<file path="src/rtl/lsu_pkg.sv">
// rtl/lsu_pkg.sv - shared types and encodings for the load/store unit
//
// Purpose: FSM state type, memory-command and access-size encodings, and the
// alignment helper used when LSU_MISALIGN_CHECK_EN is defined.
// Ports: none (package).
package lsu_pkg;

  typedef enum logic [1:0] {
    ST_IDLE   = 2'b00,
    ST_ACCESS = 2'b01,
    ST_WAIT   = 2'b10,
    ST_RESP   = 2'b11
  } lsu_state_t;

  localparam logic [1:0] MEM_IDLE  = 2'b00;
  localparam logic [1:0] MEM_READ  = 2'b01;
  localparam logic [1:0] MEM_WRITE = 2'b10;

  localparam logic [1:0] SIZE_WORD = 2'b00;
  localparam logic [1:0] SIZE_BYTE = 2'b01;
  localparam logic [1:0] SIZE_HALF = 2'b10;

  // Reserved size encoding, or an item that does not sit on its natural boundary.
  function automatic logic is_illegal(input logic [1:0] size, input logic [1:0] addr_lo);
    logic bad;
    bad = 1'b0;
    if (size == 2'b11)                           bad = 1'b1;
    if (size == SIZE_HALF && addr_lo[0])         bad = 1'b1;
    if (size == SIZE_WORD && addr_lo != 2'b00)   bad = 1'b1;
    return bad;
  endfunction

endpackage

</file>
<file path="src/rtl/lsu_load_extend.sv">
// rtl/lsu_load_extend.sv - sign/zero extension of loaded bytes and halfwords
//
// Purpose: turn the memory's low-justified read item into a full data word.
// Ports:
//   mem_rd      read data from memory, item zero-extended in the low bits
//   size        access size (lsu_pkg SIZE_* encoding; 11 handled as word)
//   is_unsigned 1 = zero-extend, 0 = sign-extend
//   ext_data    extended result
module lsu_load_extend
  import lsu_pkg::*;
#(
  parameter int DATA_WIDTH = 32
) (
  input  logic [DATA_WIDTH-1:0] mem_rd,
  input  logic [1:0]            size,
  input  logic                  is_unsigned,
  output logic [DATA_WIDTH-1:0] ext_data
);

  logic sign_b;
  logic sign_h;

  assign sign_b = ~is_unsigned & mem_rd[7];
  assign sign_h = ~is_unsigned & mem_rd[15];

  always_comb begin
    ext_data = mem_rd;
    case (size)
      SIZE_BYTE: ext_data = {{(DATA_WIDTH-8){sign_b}}, mem_rd[7:0]};
      SIZE_HALF: ext_data = {{(DATA_WIDTH-16){sign_h}}, mem_rd[15:0]};
      default:   ext_data = mem_rd;
    endcase
  end

endmodule

</file>
<file path="src/rtl/load_store_unit.sv">
// rtl/load_store_unit.sv - single-outstanding load/store initiator for the data memory
//
// Purpose: accepts one load/store over req_valid/req_ready, issues it on the
// WE/A/dataType/WD/RD memory port, waits out cache-miss refills and retries,
// and returns one registered response.
// Optional feature macro: LSU_MISALIGN_CHECK_EN (misaligned/illegal-size
// requests answered with resp_err and never sent to memory).
// Ports:
//   clk, rst                      clock, asynchronous active-high reset
//   req_valid/req_ready           request handshake
//   req_we/req_addr/req_size/req_unsigned/req_wdata   request fields
//   resp_valid/resp_rdata/resp_err                    one-cycle response
//   mem_we/mem_a/mem_dtype/mem_wd                     memory command
//   mem_rd/mem_miss                                   memory read data / miss flag
module load_store_unit
  import lsu_pkg::*;
#(
  parameter int ADDR_WIDTH   = 32,
  parameter int DATA_WIDTH   = 32,
  parameter int MISS_PENALTY = 4
) (
  input  logic                  clk,
  input  logic                  rst,
  input  logic                  req_valid,
  output logic                  req_ready,
  input  logic                  req_we,
  input  logic [ADDR_WIDTH-1:0] req_addr,
  input  logic [1:0]            req_size,
  input  logic                  req_unsigned,
  input  logic [DATA_WIDTH-1:0] req_wdata,
  output logic                  resp_valid,
  output logic [DATA_WIDTH-1:0] resp_rdata,
  output logic                  resp_err,
  output logic [1:0]            mem_we,
  output logic [ADDR_WIDTH-1:0] mem_a,
  output logic [1:0]            mem_dtype,
  output logic [DATA_WIDTH-1:0] mem_wd,
  input  logic [DATA_WIDTH-1:0] mem_rd,
  input  logic                  mem_miss
);

  localparam int CNT_W = $clog2(MISS_PENALTY + 1);

  lsu_state_t            state_q, state_d;
  logic [CNT_W-1:0]      cnt_q;
  logic                  we_q;
  logic                  unsigned_q;
  logic [1:0]            size_q;
  logic [ADDR_WIDTH-1:0] addr_q;
  logic [DATA_WIDTH-1:0] wdata_q;
  logic [DATA_WIDTH-1:0] ext_data;
  logic                  illegal_req;
  logic [1:0]            size_in;
  logic                  accept;
  logic                  load_access;

`ifdef LSU_MISALIGN_CHECK_EN
  assign illegal_req = is_illegal(req_size, req_addr[1:0]);
  assign size_in     = req_size;
`else
  // Without checking, the reserved size goes out as a plain word access.
  assign illegal_req = 1'b0;
  assign size_in     = (req_size == 2'b11) ? SIZE_WORD : req_size;
`endif

  assign accept      = (state_q == ST_IDLE) && req_valid;
  assign load_access = (state_q == ST_ACCESS) && !we_q;

  // Memory command comes only from latched fields, so no request input
  // reaches the memory port combinationally.
  assign mem_a     = addr_q;
  assign mem_dtype = size_q;
  assign mem_wd    = wdata_q;

  lsu_load_extend #(.DATA_WIDTH(DATA_WIDTH)) u_extend (
    .mem_rd      (mem_rd),
    .size        (size_q),
    .is_unsigned (unsigned_q),
    .ext_data    (ext_data)
  );

  always_comb begin
    state_d    = state_q;
    req_ready  = 1'b0;
    resp_valid = 1'b0;
    mem_we     = MEM_IDLE;
    case (state_q)
      ST_IDLE: begin
        req_ready = 1'b1;
        if (req_valid) state_d = illegal_req ? ST_RESP : ST_ACCESS;
      end
      ST_ACCESS: begin
        mem_we = we_q ? MEM_WRITE : MEM_READ;
        if (!we_q && mem_miss) state_d = ST_WAIT;
        else                   state_d = ST_RESP;
      end
      ST_WAIT: begin
        if (cnt_q == '0) state_d = ST_ACCESS;
      end
      ST_RESP: begin
        resp_valid = 1'b1;
        state_d    = ST_IDLE;
      end
      default: state_d = ST_IDLE;
    endcase
  end

  always_ff @(posedge clk or posedge rst) begin
    if (rst) begin
      state_q    <= ST_IDLE;
      cnt_q      <= '0;
      we_q       <= 1'b0;
      unsigned_q <= 1'b0;
      size_q     <= SIZE_WORD;
      addr_q     <= '0;
      wdata_q    <= '0;
      resp_rdata <= '0;
      resp_err   <= 1'b0;
    end else begin
      state_q <= state_d;
      if (accept) begin
        we_q       <= req_we;
        unsigned_q <= req_unsigned;
        size_q     <= size_in;
        addr_q     <= req_addr;
        wdata_q    <= req_wdata;
        resp_rdata <= '0;
        resp_err   <= illegal_req;
      end
      if (load_access) begin
        // The refill happens on the miss edge; WAIT just idles the port for
        // MISS_PENALTY cycles (counter runs MISS_PENALTY-1 down to 0).
        if (mem_miss) cnt_q <= CNT_W'(MISS_PENALTY - 1);
        else          resp_rdata <= ext_data;
      end
      if (state_q == ST_WAIT && cnt_q != '0) cnt_q <= cnt_q - CNT_W'(1);
    end
  end

endmodule
</file>
<file path="config.mk">
export PLATFORM = sky130hd
export DESIGN_NAME = load_store_unit
export DESIGN_NICKNAME = d
export VERILOG_FILES = /design/src/rtl/lsu_pkg.sv /design/src/rtl/lsu_load_extend.sv /design/src/rtl/load_store_unit.sv
export SDC_FILE = /design/constraint.sdc
export NUM_CORES = 1
export LEC_CHECK = 0
export ABC_AREA = 0
export ABC_CLOCK_PERIOD_IN_PS = 9600
export CORE_UTILIZATION = 44
export DETAILED_ROUTE_END_ITERATION = 8
export PLACE_DENSITY = 0.86
export SYNTH_ARGS = -nofsm -noshare
export SYNTH_HDL_FRONTEND = slang
export SYNTH_SLANG_ARGS = --single-unit
</file>
<file path="constraint.sdc">
create_clock -name clk -period 9.6 [get_ports clk]
set_input_delay 1.92 -clock clk [delete_from_list [all_inputs] [get_ports clk]]
set_output_delay 1.92 -clock clk [all_outputs]
set_load 0.02 [all_outputs]
</file>
==> results of run 1 <==
cells in the mapped netlist:
library cell and instances:
mux2i_1 1, o21bai_1 1, nand2_1 214, or3_1 2, o21ai_0 1, nor2_4 1, a221o_1 1, or2_0 1
buf_2 18, o21ai_1 3, nand2b_1 2, and2_1 2, nor3b_1 1, ha_1 4, buf_1 4, o2bb2ai_1 8
a22o_1 8, a22oi_1 2, inv_1 6, a31oi_1 16, nor4bb_1 1, nor4b_4 1, nand3b_1 2, nor2b_1 3
conb_1 1, nor4b_1 1, clkbuf_1 3, o32a_1 1, a21oi_1 25, dfrtp_1 105, nor2_1 3, buf_4 5
or3b_1 1
metal layers:
layer	share of wire (%)	global-route usage [%]	vias up
met4	2.6	10.03	0
met3	6.9	5.362	22
met1	41	27.39	1799
li1	-	-	1821
met5	0	0	-
met2	50	39.67	151
critical path, stage by stage:
cell and delay, ns:
clkdlybuf4s50_1 0.49, nor3b_2 0.56, buf_4 0.62, nor2_4 0.20, a22o_1 0.23
where the power goes:
part / internal (W) / switching, W / leakage (nW)
registers: 0.000643 / 0.000122 / 1.33
clock network: 0.000150 / 0.000152 / 0.112
logic: 0.000509 / 0.000605 / 1.65
sequential cells by signal, summed over array words and instances, names as in the netlist:
signal      cells
mem_a          32
resp_rdata     32
cnt_q           3
mem_dtype       2
unsigned_q      1
mem_wd         32
we_q            1
state_q         2
how the worst max path moves through the flow:
stage | from | depth (start not counted) | to | slack [ns]
detailed placement | req_valid | 5 | resp_rdata[4] | 5.39
CTS | req_valid | 5 | resp_rdata[3] | 5.78
floorplan | rst | 1 | cnt_q[0] | 4.92
global route | req_valid | 5 | resp_rdata[7] | 5.63
finish | req_valid | 5 | resp_rdata[1] | 5.76
global placement | req_valid | 5 | resp_rdata[3] | 5.45
area by class of cell:
type	instances	area, um^2
repair buffers	210	2090
multi-input cells	307	1459
well taps	129	161.4
flip-flops and latches	105	2628
clock buffers	10	127.6
clock inverters	6	95.09
inverters	6	25.02
fillers	729	2743
cells by family after synthesis:
group                      Yosys count  share of synthesized area [%]
adders and majority gates            4                          1.175
and+or+nand+nor                    235                          22.60
muxes                                1                         0.2351
AOI/OAI and AO/OA                   66                          10.05
DFF                                105                          61.71
other                                1                        0.08807
buffers and inverters               36                          4.143
cell usage in the layout (no fill, tap or decap), types with 4 or more instances in the layout:
| cell type | count |
|---|---|
| clkbuf_8 | 9 |
| o2bb2ai_1 | 8 |
| a21oi_1 | 25 |
| dfrtp_1 | 105 |
| a31oi_1 | 16 |
| buf_4 | 5 |
| a22o_1 | 8 |
| inv_1 | 5 |
| ha_1 | 4 |
| nand2_1 | 214 |
| clkdlybuf4s50_1 | 205 |
stage by stage:
step	cells	cell area, um^2
3_5_place_dp	757	6362
5_1_grt	773	6585
2_1_floorplan	448	4258
4_1_cts	773	6585
3_3_place_gp	757	6362
6_report	773	6585
==> impl_metrics.yaml, run 1 <==
job:
  maxCapViolCount: 0
critical_path:
  rr_endpoint: "resp_rdata[1]"
  path_max_fanout: 61
  rr_worst_depth: 4
  end_kind: "register"
  critPathKind: "in2reg"
  r2r-start: "state_q[1]"
  reg2reg_slack_ns: 7.28
  cp-start-kind: "input pin"
  required_ns: 9.85
  crit_arrival_ns: 4.09
die:
  ios: 207
  initial_core_util_pct: 45.65
  rows: 35
  dieArea_um2: 10070
  core_um2: 9328
  die_y_um: 100.4
  die_x_um: 100.4
pwr:
  leakagePower_nw: 3.090
  power-per-cell-area_nw_per_um2: 331.3
  design_power_total_w: 0.002181
  max-vdd-ir-drop_mv: 0.1988
routing:
  drc_errors: 0
  antenna_left: 0
  drt_pass1_iterations: 4
  drtIter0Drc: 103
  viasPerCell: 4.907
  routed-via-count: 3793
  routedWlPerCell_um: 14.79
  totalWireLength_mm: 11.43
grt:
  grt_pass1_wl_mm: 17.91
  grt_antenna_before_repair: 0
  globalRouteOverflowTotal: 0
  grt_pass1_vias: 3732
  grt_max_degree: 83
  track_usage_pct: 22.96
timing:
  rsz0062_at_grt: "no"
  slew_headroom_pct: 35.08
  setup_viol: 0
  whs_ns: 0.4807
  worstMarginPinSlew_ns: 0.9738
  timing.final.crit_share_pct: 39.98
  finalMaxSlewViolations: 0
  fmax_ghz: 0.2606
  fin_ws_ns: 5.762
  final.setup_skew_ns: 0.01196
  final.setup.tns_ns: 0
  hold_viol_final: 0
  finalCriticalPeriod_ns: 3.838
synthesis:
  ys_ff_latch: 105
  synth_top_area_share_pct: 61.71
  synthesis.area_um2: 4258
  avgSynthCellArea_um2: 9.504
  synth-warning-count: 0
  synth_area_leader_cell: "dfrtp_1"
  synth.net_count: 556
  syn_inst: 448
  synth.distinct_cells: 33
  seq_area_frac_synth_pct: 61.71
  synth.area.top_cells: "dfrtp_1 62%, nand2_1 19%, a21oi_1 2.9%"
cts:
  cts.path.max_buffers: 2
  htreeDepth: 3
  cts_tree: "built"
  clk_latency_ns: 0.36
  clkTransAtPathRegs_ns: 0.09
  cts.sink_count: 105
  cts_resized: 0
  cts_root_buf: "clkbuf_8"
  numCtsBuffers: 9
  postCtsSetupBuffers: 0
  cts_hold_buf: 0
layout:
  antenna_cells: 0
  final_nets: 747
  drive_above_1_share_pct: 3.882
  fin_util_pct: 70.60
  area_growth_pct: 54.66
place:
  dp_hpwl_mm: 8.293
  gp_congestion: 0.7405
  port_buffers: 205
  dp_slack_ns: 5.393
run_status:
  status: "completed"
worst_hold_path:
  hold_start: "mem_wd[5]"
  hold_path_depth: 2
  worstHoldEndpoint: "mem_wd[5]"
  hp-class: "reg2reg"
(Power assumes the default switching activity.)
==> inputs of run 2 (changes only) <==
--- a/config.mk
+++ b/config.mk
@@ -6,10 +6,10 @@
 export NUM_CORES = 1
 export LEC_CHECK = 0
 export ABC_AREA = 0
-export ABC_CLOCK_PERIOD_IN_PS = 9600
-export CORE_UTILIZATION = 44
+export ABC_CLOCK_PERIOD_IN_PS = 4000
+export CORE_UTILIZATION = 41
 export DETAILED_ROUTE_END_ITERATION = 8
-export PLACE_DENSITY = 0.86
+export PLACE_DENSITY = 0.81
 export SYNTH_ARGS = -nofsm -noshare
 export SYNTH_HDL_FRONTEND = slang
 export SYNTH_SLANG_ARGS = --single-unit
==> constraint.sdc (replaced) <==
create_clock -name clk -period 4 [get_ports clk]
set_input_delay 0.8 -clock clk [delete_from_list [all_inputs] [get_ports clk]]
set_output_delay 0.8 -clock clk [all_outputs]
set_load 0.02 [all_outputs]
==> run 2 against run 1 <==
Effect of this change: clock power is 130% higher; combinational power grew 140%; wire length rose by 4.3%; critical path type is now reg2out; largest cell class unchanged.
==> impl_metrics.yaml, run 2 (synthesis results as in run 1) <==
layout:
  design_area_um2: 6605
  area_growth_pct: 55.13
  antenna_cells: 0
  final_nets: 749
  drive_above_1_share_pct: 4.334
  final_common_cell: "nand2_1"
  fin_cells: 779
  mostFrequentLayoutCells: "214 x nand2_1, 205 x clkdlybuf4s50_1, 105 x dfrtp_1"
place:
  dp_slack_ns: 1.042
  gp_congestion: 0.8347
  port_buffers: 205
  dp.cells: 763
  dp_hpwl_mm: 8.719
  place_area_um2: 6395
critical_path:
  r2r-start: "state_q[1]"
  critPathKind: "reg2out"
  reg2reg_slack_ns: 1.84
  required_ns: 3.20
  rr_endpoint: "resp_rdata[24]"
  cp-start-kind: "register"
  rr_worst_depth: 4
  end_kind: "primary output"
  path_max_fanout: 9
  crit_arrival_ns: 1.81
cts:
  cts.path.max_buffers: 2
  postCtsSetupBuffers: 0
  numCtsBuffers: 9
  clkTransAtPathRegs_ns: 0.10
  htreeDepth: 3
  cts_root_buf: "clkbuf_8"
  cts_resized: 0
  cts.sink_count: 105
  cts_tree: "built"
  cts_hold_buf: 0
  clk_latency_ns: 0.36
timing:
  worstMarginPinSlew_ns: 0.7596
  finalMaxSlewViolations: 0
  fmax_ghz: 0.3837
  rsz0062_at_grt: "no"
  finalCriticalPeriod_ns: 2.607
  final.setup.tns_ns: 0
  final.setup_skew_ns: 0.01628
  timing.final.crit_share_pct: 65.16
  setup_viol: 0
  hold_viol_final: 0
  slew_headroom_pct: 49.36
  fin_ws_ns: 1.393
die:
  die_x_um: 103.9
  initial_core_util_pct: 42.97
  dieArea_um2: 10800
  die_y_um: 103.9
  rows: 36
  ios: 207
  core_um2: 9910
worst_hold_path:
  hold_start: "mem_a[21]"
  worstHoldEndpoint: "mem_a[21]"
  hp-class: "reg2reg"
  hold_path_depth: 2
pwr:
  leakagePower_nw: 3.095
  design_power_total_w: 0.005232
  power-per-cell-area_nw_per_um2: 792.1
  max-vdd-ir-drop_mv: 0.3793
routing:
  antenna_left: 0
  drc_errors: 0
  totalWireLength_mm: 11.93
  routed-via-count: 3807
  viasPerCell: 4.887
  drt_pass1_iterations: 6
  routedWlPerCell_um: 15.31
  drtIter0Drc: 205
grt:
  grt_pass1_wl_mm: 19.41
  grt_antenna_before_repair: 0
  track_usage_pct: 22.59
  grt_pass1_vias: 3872
  globalRouteOverflowTotal: 0
  grt_max_degree: 61
run_status:
  status: "completed"
job:
  maxCapViolCount: 0
-- run 2: metrics by stage --
stage	utilization (%)	hold WS [ns]
global route	66.65	0.5096
detailed placement	64.53	0.4615
finish	66.65	0.4799
CTS	66.65	0.4857
floorplan	-	0.4614
global placement	64.53	0.4566
-- run 2: power by group --
part | internal (W) | leakage, nW | switching [W]
logic | 0.00124 | 1.66 | 0.00147
registers | 0.00154 | 1.33 | 0.000303
clock network | 0.000315 | 0.104 | 0.000369
-- run 2: worst max path at each step --
stage	startpoint	to	slack, ns	cells past startpoint
after floorplan	rst	cnt_q[0]	0.44	1
after global placement	req_valid	resp_rdata[27]	1.13	5
after detailed placement	req_valid	resp_rdata[24]	1.04	5
after CTS	state_q[1]	mem_we[0]	1.39	3
after global routing	state_q[1]	mem_we[0]	1.31	3
final	state_q[1]	mem_we[0]	1.39	3
-- run 2: layer usage --
layer,vias up,track usage (%),part of all wire (%)
li1,1822,-,-
met1,1803,27.52,41
met2,167,39.57,50
met3,15,5.201,7.0
met4,0,7.245,1.5
met5,-,0,0
-- run 2: cell type report --
type	instances	area, um^2
clock buffer	10	137.6
clock inverter	6	72.57
fill	805	3304
inverter	6	25.02
multi-input combinational	307	1459
sequential	105	2628
tap	133	166.4
timing repair buffer	212	2117
-- run 2: critical path, cell delays in order (launching register included) --
cell and delay [ns]:
dfrtp_1 0.50, nand2b_1 0.24, nor2_1 0.11, clkdlybuf4s50_1 0.61
